$ cat src/rtl/onn_control_fsm_param.sv
// Sequencing controller for an oscillatory neural network array: load, drop,
// then repeated phase-reset / settle / stability-check until convergence or timeout.
module onn_control_fsm_param #(
  parameter int N_NEURONS     = 15,
  parameter int LOAD_CYCLES   = 60,
  parameter int RESET_PULSE   = 1,
  parameter int SETTLE_CYCLES = 17,
  parameter int STABLE_CHECKS = 1,
  parameter int MAX_ITER      = 255,
  parameter int ITER_W        = 8
) (
  input  logic                 sclk,
  input  logic                 re,
  input  logic                 load,
  input  logic                 abort,
  input  logic [N_NEURONS-1:0] state_changed,
  output logic                 re_n,
  output logic                 drop,
  output logic                 state_cheak,
  output logic                 phi_to_no,
  output logic                 timeout,
  output logic                 busy,
  output logic [ITER_W-1:0]    iter_count
);

  localparam int CMAX0 = (LOAD_CYCLES > RESET_PULSE) ? LOAD_CYCLES : RESET_PULSE;
  localparam int CMAX  = (CMAX0 > SETTLE_CYCLES) ? CMAX0 : SETTLE_CYCLES;
  localparam int CNT_W = $clog2(CMAX + 1);
  localparam int STB_W = $clog2(STABLE_CHECKS + 1);

  typedef enum logic [2:0] {
    IDLE, LOAD, INIT, PULSE, SETTLE, CHECK, DONE, TOUT
  } state_t;

  state_t             state_q, state_d;
  logic [CNT_W-1:0]   cnt_q;
  logic [STB_W-1:0]   stb_q;
  logic [STB_W-1:0]   stb_inc;
  logic [ITER_W-1:0]  iter_q;
  logic               load_q;
  logic               start;
  logic               any_chg;
  logic               accept;

  assign start   = load & ~load_q;
  assign any_chg = |state_changed;
  assign stb_inc = stb_q + 1'b1;

  always_comb begin
    state_d = state_q;
    accept  = 1'b0;
    case (state_q)
      IDLE, DONE, TOUT: if (start) begin
        state_d = LOAD;
        accept  = 1'b1;
      end
      LOAD:   if (cnt_q == CNT_W'(LOAD_CYCLES - 1))   state_d = INIT;
      INIT:   state_d = PULSE;
      PULSE:  if (cnt_q == CNT_W'(RESET_PULSE - 1))   state_d = SETTLE;
      SETTLE: if (cnt_q == CNT_W'(SETTLE_CYCLES - 1)) state_d = CHECK;
      CHECK: begin
        if (!any_chg) state_d = (stb_inc == STB_W'(STABLE_CHECKS)) ? DONE : SETTLE;
        else          state_d = (iter_q == ITER_W'(MAX_ITER)) ? TOUT : PULSE;
      end
      default: state_d = IDLE;
    endcase
    // abort overrides everything, including a start in the same cycle
    if (abort) begin
      state_d = IDLE;
      accept  = 1'b0;
    end
  end

  always_ff @(posedge sclk or posedge re) begin
    if (re) begin
      state_q <= IDLE;
      cnt_q   <= '0;
      stb_q   <= '0;
      iter_q  <= '0;
      load_q  <= 1'b0;
    end else begin
      state_q <= state_d;
      load_q  <= load;
      // shared counter: restarts on every state change, runs only in timed states
      if (state_d != state_q || !(state_q inside {LOAD, PULSE, SETTLE})) cnt_q <= '0;
      else                                                               cnt_q <= cnt_q + 1'b1;
      if (accept)                          stb_q <= '0;
      else if (state_q == CHECK && !abort) stb_q <= any_chg ? '0 : stb_inc;
      if (accept)                                     iter_q <= '0;
      else if (state_d == PULSE && state_q != PULSE)  iter_q <= iter_q + 1'b1;
    end
  end

  // outputs registered from the next state so they track the state register exactly
  always_ff @(posedge sclk or posedge re) begin
    if (re) begin
      re_n        <= 1'b0;
      drop        <= 1'b0;
      state_cheak <= 1'b0;
      phi_to_no   <= 1'b0;
      timeout     <= 1'b0;
      busy        <= 1'b0;
    end else begin
      re_n        <= (state_d == PULSE);
      drop        <= (state_d == INIT);
      state_cheak <= (state_d == CHECK);
      phi_to_no   <= (state_d == DONE);
      timeout     <= (state_d == TOUT);
      busy        <= (state_d inside {LOAD, INIT, PULSE, SETTLE, CHECK});
    end
  end

  assign iter_count = iter_q;

endmodule

$ cat config.mk
export PLATFORM = sky130hd
export DESIGN_NAME = onn_control_fsm_param
export DESIGN_NICKNAME = d
export VERILOG_FILES = /design/src/rtl/onn_control_fsm_param.sv
export SDC_FILE = /design/constraint.sdc
export NUM_CORES = 1
export LEC_CHECK = 0
export ABC_CLOCK_PERIOD_IN_PS = 2550
export CORE_ASPECT_RATIO = 1.5
export CORE_UTILIZATION = 37
export DETAILED_ROUTE_END_ITERATION = 8
export PLACE_DENSITY = 0.65
export SLEW_MARGIN = 10
export SYNTH_ARGS = -nofsm -noshare
export SYNTH_HDL_FRONTEND = slang
export SYNTH_SLANG_ARGS = --single-unit
$ cat constraint.sdc
create_clock -name sclk -period 2.55 [get_ports sclk]
set_input_delay 0.51 -clock sclk [delete_from_list [all_inputs] [get_ports sclk]]
set_output_delay 0.51 -clock sclk [all_outputs]
set_load 0.01 [all_outputs]
==> results of run 1 <==
==> through the flow <==
stage	hold WS (ns)	instance area [um2]	worst slack (ns)	setup TNS, ns
floorplan	0.455	1330	-0.180	-0.795
global placement	0.518	1820	-0.229	-1.02
detailed placement	0.527	1820	-0.325	-1.70
CTS	0.540	1900	-0.211	-0.935
global route	0.559	1910	-0.283	-3.09
finish	0.534	1910	-0.201	-0.843
==> cell type report <==
cell class	count	area (um2)
Sequential cell	25	626
Tap cell	42	52.6
Fill cell	311	1500
Clock inverter	1	7.51
Multi-Input combinational cell	103	643
Inverter	12	45.0
Clock buffer	3	41.3
Timing Repair Buffer	55	497
==> where the power goes <==
group          switching, mW  internal (mW)  total [mW]
clock                  0.141          0.111       0.252
combinational          0.253          0.279       0.532
sequential            0.0677          0.450       0.518
==> metal layers <==
layer  track usage  vias up
met1         0.195      613
met3        0.0359        9
li1              -      636
met4         0.102        0
met2         0.382       22
met5             0        -
==> cells in the mapped netlist <==
cell,number
o31a_1,2
a211o_1,1
o221ai_1,1
clkbuf_1,5
o21bai_1,1
or3_1,4
o31ai_1,4
o21ai_0,6
ha_1,3
xor2_1,2
and4b_1,1
nand3b_1,3
o211a_1,1
nand3_1,8
o32ai_1,1
nand2b_1,3
o41ai_1,1
nor2_1,20
o211ai_1,3
a2bb2oi_1,1
nor3b_1,1
or4_1,1
or4b_4,1
o21ai_1,2
xnor2_1,2
buf_2,1
dfrtp_1,25
nand2_1,8
inv_1,12
and4_1,3
a211oi_1,1
or4b_1,1
nor4_1,3
a21oi_1,6
nand4_1,3
nor3_1,2
a31oi_1,3
==> critical path: stages, from the launching register on <==
cell     delay, ns
dfrtp_1       0.39
inv_1         0.06
ha_1          0.15
or4b_4        0.46
and4b_1       0.28
a31oi_1       0.06
o211a_1       0.16
or4b_4        0.56
or4_1         0.41
a21oi_1       0.14
==> repair_timing <==
action | in CTS | in global routing
pin swaps | 0 | 1
gates resized for setup | 5 | 0
buffers inserted | 3 | 1
setup endpoints to repair | 8 | 17
==> placed cells by master (no fill, tap or decap), types with 2 or more instances in the layout <==
cell type	Yosys	layout
clkdlybuf4s50_1	0	32
dfrtp_1	25	25
buf_4	0	22
nor2_1	20	20
inv_1	12	12
nand3_1	8	8
nand2_1	8	8
a21oi_1	6	6
or3_1	4	4
o21ai_0	6	4
o21ai_1	2	4
nand2b_1	3	3
and4_1	3	3
nor4_1	3	3
nand4_1	3	3
nand3b_1	3	3
a31oi_1	3	3
o211ai_1	3	3
o31ai_1	4	3
ha_1	3	3
clkbuf_8	0	3
or4b_4	1	2
o31a_1	2	2
nor3_1	2	2
xor2_1	2	2
xnor2_1	2	2
==> cell families (layout without fill, tap and decap cells) <==
logic type	Yosys count	count (layout)	share of synthesized area
buf+inv	18	71	0.0518
flops	25	25	0.471
compound gates	34	34	0.171
simple gates	62	62	0.251
xor+xnor	4	4	0.0264
fa+ha+maj	3	3	0.0283
==> worst max-delay path by stage <==
stage          cells after the start            end  slack (ns)  startpoint
2_1_floorplan                     10  iter_count[5]       -0.18    cnt_q[0]
3_5_place_dp                       9  iter_count[5]       -0.33       abort
5_1_grt                            9  iter_count[5]       -0.28    cnt_q[1]
6_report                           9  iter_count[5]       -0.20    cnt_q[1]
3_3_place_gp                       9  iter_count[5]       -0.23       abort
4_1_cts                            9  iter_count[5]       -0.21    cnt_q[1]
==> results.md, run 1 <==
* CTS Buffer Depth at 2
* Failing checks: negative setup slack
* Initial core utilization at 0.389
* Hold endpoint: cnt_q[0]
* Grt total ovfl at 0
* Uppermost layer routed: met4
* Seq/Total Area, Yosys at 0.471
* Post-placement cell count at between 200 and 250
* CP arrival at between 2 and 3 ns
* Largest register FFs at 8
* Max-Cap Viols at 0
* Final ANT Viol Nets at 0
* Row Count at 26
* Synth cell types at 37
* R2r startpoint: cnt_q[1]
* Root buffer cell: clkbuf_8
* Tightest Hold Check Type: reg -> reg
* Gr usage total at 0.197
* Yosys top cell by area: dfrtp_1
* Peak supply drop at roughly 0.5 mV
* Hold_buf cts at 0
* Nets@finish at about 220
* HP Start: cnt_q[0]
* Fin. max-slew vios at 0
* Yosys top cell area share at 0.471
* Reg2Reg Depth at 9
* Drt first-iter violations at 19
* DIE AREA at 3840 um2
* Ant. Diodes at 0
* Largest net degree at the start of global routing at 26
* Initial antenna violation count at 0
* Relative slew slack at 0.652
* M1 wire length at between 1 and 1.5 mm
* Clk Latency, worst-skew pair at around 0.28 ns
* Met3 Wirelength at 96 um
* Clock sink count at 25
* WL/cell at 13.8 um
* RD Place Congestion at between 0.8 and 0.9
* Final period util at 1.08
* CP Class: reg -> reg
* DR WL met2 at approximately 1.9 mm
* Synth Area per Inst at between 9 and 10 um2
* Status: complete, but fails checks
* Ys Warns at 0
* Post-route worst setup slack at -0.201 ns
* Standby leakage power at just over 0.8 nW
* Finished Core Util at 0.560
* Max Clock Freq at 364 MHz
* Final HPWL DP at approximately 2.5 mm
* Pwr/cell area at a little under 700 nW/um2
* Number of global-route vias before repair at around 1300
* First-pass GRT wire length at roughly 5.7 mm
* Worst R2R End: iter_count[5]
* Core area at between 3000 and 4000 um2
* CP Capture Type: register
* Cts bufs inserted at 3
* Die Ht at 75.4 um
* Layout area overhead at 43.9%
* Vias per inst at between 5 and 6
* Largest cells by area after synthesis: dfrtp_1 47%, nor2_1 5.6%, inv_1 3.4%
* Time the worst path needs with I/O delays and setup at ~2.8 ns
* Die width at 50.9 um
* Syn Nets at 168
* # port buffers at 32
* H-Tree Depth at 1
* Startpoint Class: register
* R2r setup slk at -0.20 ns
* Share of cells above drive strength 1 at 0.151
* Final Total Pwr at ~1.3 mW
* Final setup violation count at 7
* Clock-pin slew on the worst setup and hold paths at approximately 0.09 ns
* Clk_skew at roughly 0.0013 ns
* Post-Syn Area at approximately 1300 um2
* Routed vias at 1280
* # IOs at 33
* Drt pass-1 iters at 4
* Hold path depth at 2
* CTS tree: done
* Worst EP required at between 2 and 3 ns
* DR DRC count at 0
* Tightest Pin Transition at 0.519 ns
* Syn Inst Count at approximately 150
* Synthesized flop and latch total at 25
* Post-Layout Cell Count at around 240
* Final Hold Vio Count at 0
* Unrepaired setup endpoints after global routing: yes
* CP max FO at 5
* Routed Wire Length at between 3 and 4 mm
No activity file was read; power rests on OpenSTA's default activity.
==> run 2, diff against run 1 <==
--- a/config.mk
+++ b/config.mk
@@ -5,11 +5,11 @@
 export SDC_FILE = /design/constraint.sdc
 export NUM_CORES = 1
 export LEC_CHECK = 0
-export ABC_CLOCK_PERIOD_IN_PS = 2550
-export CORE_ASPECT_RATIO = 1.5
+export ABC_CLOCK_PERIOD_IN_PS = 2600
+export CORE_ASPECT_RATIO = 1.25
 export CORE_UTILIZATION = 37
 export DETAILED_ROUTE_END_ITERATION = 8
-export PLACE_DENSITY = 0.65
+export SKIP_LAST_GASP = 1
 export SLEW_MARGIN = 10
 export SYNTH_ARGS = -nofsm -noshare
 export SYNTH_HDL_FRONTEND = slang
==> constraint.sdc (replaced) <==
create_clock -name sclk -period 2.6 [get_ports sclk]
set_input_delay 0.52 -clock sclk [delete_from_list [all_inputs] [get_ports sclk]]
set_output_delay 0.52 -clock sclk [all_outputs]
set_load 0.01 [all_outputs]
==> run 2 against run 1 <==
  * The flow still finishes with violations (negative setup slack)
  * Highest routed layer unchanged
  * Routed wire length decreased by 1.5%
  * Global-route usage fell by 2.2 points
  * Critical endpoint unchanged
  * Largest power group unchanged
  * Worst setup slack improved by 0.064 ns
  * Critical path type unchanged
  * Critical path depth unchanged
==> results.md, run 2 (same netlist as run 1, synthesis figures left out) <==
* Final setup violation count at 13 (+6)
* Fin. max-slew vios at 0 (unchanged)
* Unrepaired setup endpoints after global routing: yes
* Drt first-iter violations at 24 (+5)
* Clk_skew at 0.00331 ns (+0.00197 ns)
* Final period util at 1.05 (-0.0260)
* Hold slack at 0.527 ns (-0.00710 ns)
* Max Clock Freq at 365 MHz (+0.50%)
* Root buffer cell: clkbuf_8
* Initial antenna violation count at 0 (unchanged)
* Clock-pin slew on the worst setup and hold paths at 0.09 ns (about the same)
* Delay-heaviest family, CP: simple AND/OR/NAND/NOR gates
* Final Total Pwr at 1.30 mW (-0.21%)
* Largest register FFs at 8 (unchanged)
* Clock sink count at 25 (unchanged)
* Grt total ovfl at 0 (unchanged)
* H-Tree Depth at 1 (unchanged)
* Tightest Pin Transition at 0.645 ns (+0.126 ns)
* WL/cell at 13.8 um (+0.13%)
* Layout area overhead at 44.5%
* CP Capture Type: register
* Cts bufs inserted at 3 (unchanged)
* Standby leakage power at 0.817 nW (-0.39%)
* CP Class: reg -> reg
* Post-placement cell count at 228 (-2.1%)
* Clk Latency, worst-skew pair at 0.27 ns (about the same)
* Routed Wire Length at 3.28 mm (-1.5%)
* CP max-delay cell: or4b_4
* CTS tree: done
* CP max FO at 7 (+2)
* Most frequent CP cell: or4b_4
* Most common cell after layout, fill and taps aside: clkdlybuf4s50_1
* Drt pass-1 iters at 4 (unchanged)
* Core area at 3450 um2 (+1.1%)
* Number of global-route vias before repair at 1322 (-0.68%)
* Finished Core Util at 0.556 (-0.00355)
* Die width at 55.6 um (+9.2%)
* CTS Buffer Depth at 2 (unchanged)
* Dpl ws at -0.262 ns (+0.0628 ns)
* Nets@finish at 221 (-0.45%)
* Hold endpoint: iter_count[4]
* DR DRC count at 0 (unchanged)
* Final Hold Vio Count at 0 (unchanged)
* Peak supply drop at 0.486 mV (-4.8%)
* Max-Cap Viols at 0 (unchanged)
* R2r startpoint: cnt_q[0]
* Buffers and inverters on the worst path at 1 (unchanged)
* Post-route worst setup slack at -0.137 ns (+0.0637 ns)
* DIE AREA at 3840 um2 (about the same)
* R2r setup slk at -0.14 ns (+0.06 ns)
* Share of cells above drive strength 1 at 0.172 (+0.0210)
* Tightest Hold Check Type: reg -> reg
* Status: complete, but fails checks
* Startpoint Class: register
* Commonest cells after routing, fill and taps aside: 32 x clkdlybuf4s50_1, 25 x dfrtp_1, 20 x nor2_1, 20 x buf_4, 11 x inv_1
* Relative slew slack at 0.567 (-0.0846)
* # IOs at 33 (unchanged)
* Time the worst path needs with I/O delays and setup at 2.74 ns (-0.0137 ns)
* Max incr delay on CP at 0.59 ns (+0.03 ns)
* CP arrival at 2.94 ns (-0.02 ns)
* Gr usage total at 0.174 (-0.0223)
* Vias per inst at 5.52 (+3.9%)
* Final HPWL DP at 2.43 mm (-4.1%)
* First-pass GRT wire length at 5.36 mm (-6.0%)
* Fill cells at 325 (+4.5%)
* Worst EP required at 2.81 ns (+0.05 ns)
* Final ANT Viol Nets at 0 (unchanged)
* Post-Layout Cell Count at 237 (-1.7%)
* HP Start: iter_count[4]
* Largest net degree at the start of global routing at 26 (unchanged)
* Failing checks: negative setup slack
* CP Cell Sequence: inv_1 > ha_1 > or4b_4 > and4b_1 > a31oi_2 > o211a_1 > or4b_4 > or4_4 > a21oi_2
* Hold path depth at 1 (-1)
* # port buffers at 32 (unchanged)
* RD Place Congestion at 0.879 (+5.4%)
* Pwr/cell area at 677 nW/um2 (-0.66%)
* Row Count at 24 (-7.7%)
* Routed vias at 1308 (+2.2%)
* Ant. Diodes at 0 (unchanged)
* Die Ht at 69 um (-8.5%)
* Reg2Reg Depth at 9 (unchanged)
* Worst R2R End: iter_count[5]
* Initial core utilization at 0.385 (-0.00423)
==> run 2: cell count changes in the layout (fill, tap and decap cells not counted), sizes merged <==
cell / previous run / this run
buf: 23 / 22
==> run 2: report_power, final <==
group,switching [mW],internal [mW]
sequential,0.0681,0.442
clock,0.130,0.109
combinational,0.267,0.285
==> run 2: through the flow <==
step | cell area (um2) | TNS, ns
finish | 1920 | -0.451
global route | 1920 | -2.25
CTS | 1870 | -0.369
detailed placement | 1800 | -1.46
global placement | 1800 | -0.866
floorplan | 1330 | -0.458
==> run 2: worst max path at each step <==
stage	cells past startpoint	startpoint	slack [ns]	to
after detailed placement	8	abort	-0.26	iter_count[5]
after floorplan	10	cnt_q[0]	-0.13	iter_count[5]
after global placement	8	abort	-0.18	iter_count[5]
after global routing	9	cnt_q[0]	-0.22	iter_count[5]
final	9	cnt_q[0]	-0.14	iter_count[5]
after CTS	9	cnt_q[0]	-0.12	iter_count[5]
==> run 2: routing by layer <==
layer  GRT usage  vias up  part of all wire
met5           0        -                 0
met4      0.0972        0             0.022
met3      0.0450        9             0.058
met2       0.305       39              0.49
met1       0.188      627              0.43
li1            -      633                 -
==> run 2: layout make-up <==
| class | count | area [um2] | area share |
|---|---|---|---|
| clock buffer | 3 | 41.3 | 0.0215 |
| clock inverter | 1 | 7.51 | 0.00391 |
| inverter | 12 | 45.0 | 0.0235 |
| multi-input combinational | 103 | 659 | 0.343 |
| sequential | 25 | 626 | 0.326 |
| tap | 39 | 48.8 | 0.0254 |
| timing repair buffer | 54 | 493 | 0.257 |
==> run 2: worst reg2reg max path, cell delays in order (launching register included) <==
cell	delay [ns]
dfrtp_1	0.39
inv_1	0.06
ha_1	0.13
or4b_4	0.47
and4b_1	0.30
a31oi_2	0.05
o211a_1	0.14
or4b_4	0.59
or4_4	0.43
a21oi_2	0.12
==> run 2: what timing repair did <==
item                       CTS  global route
pin swaps                    0             4
gates cloned                 0             0
hold buffers                 0             0
setup buffers                2             3
gates resized for setup      2             7
setup endpoints to repair    8            15
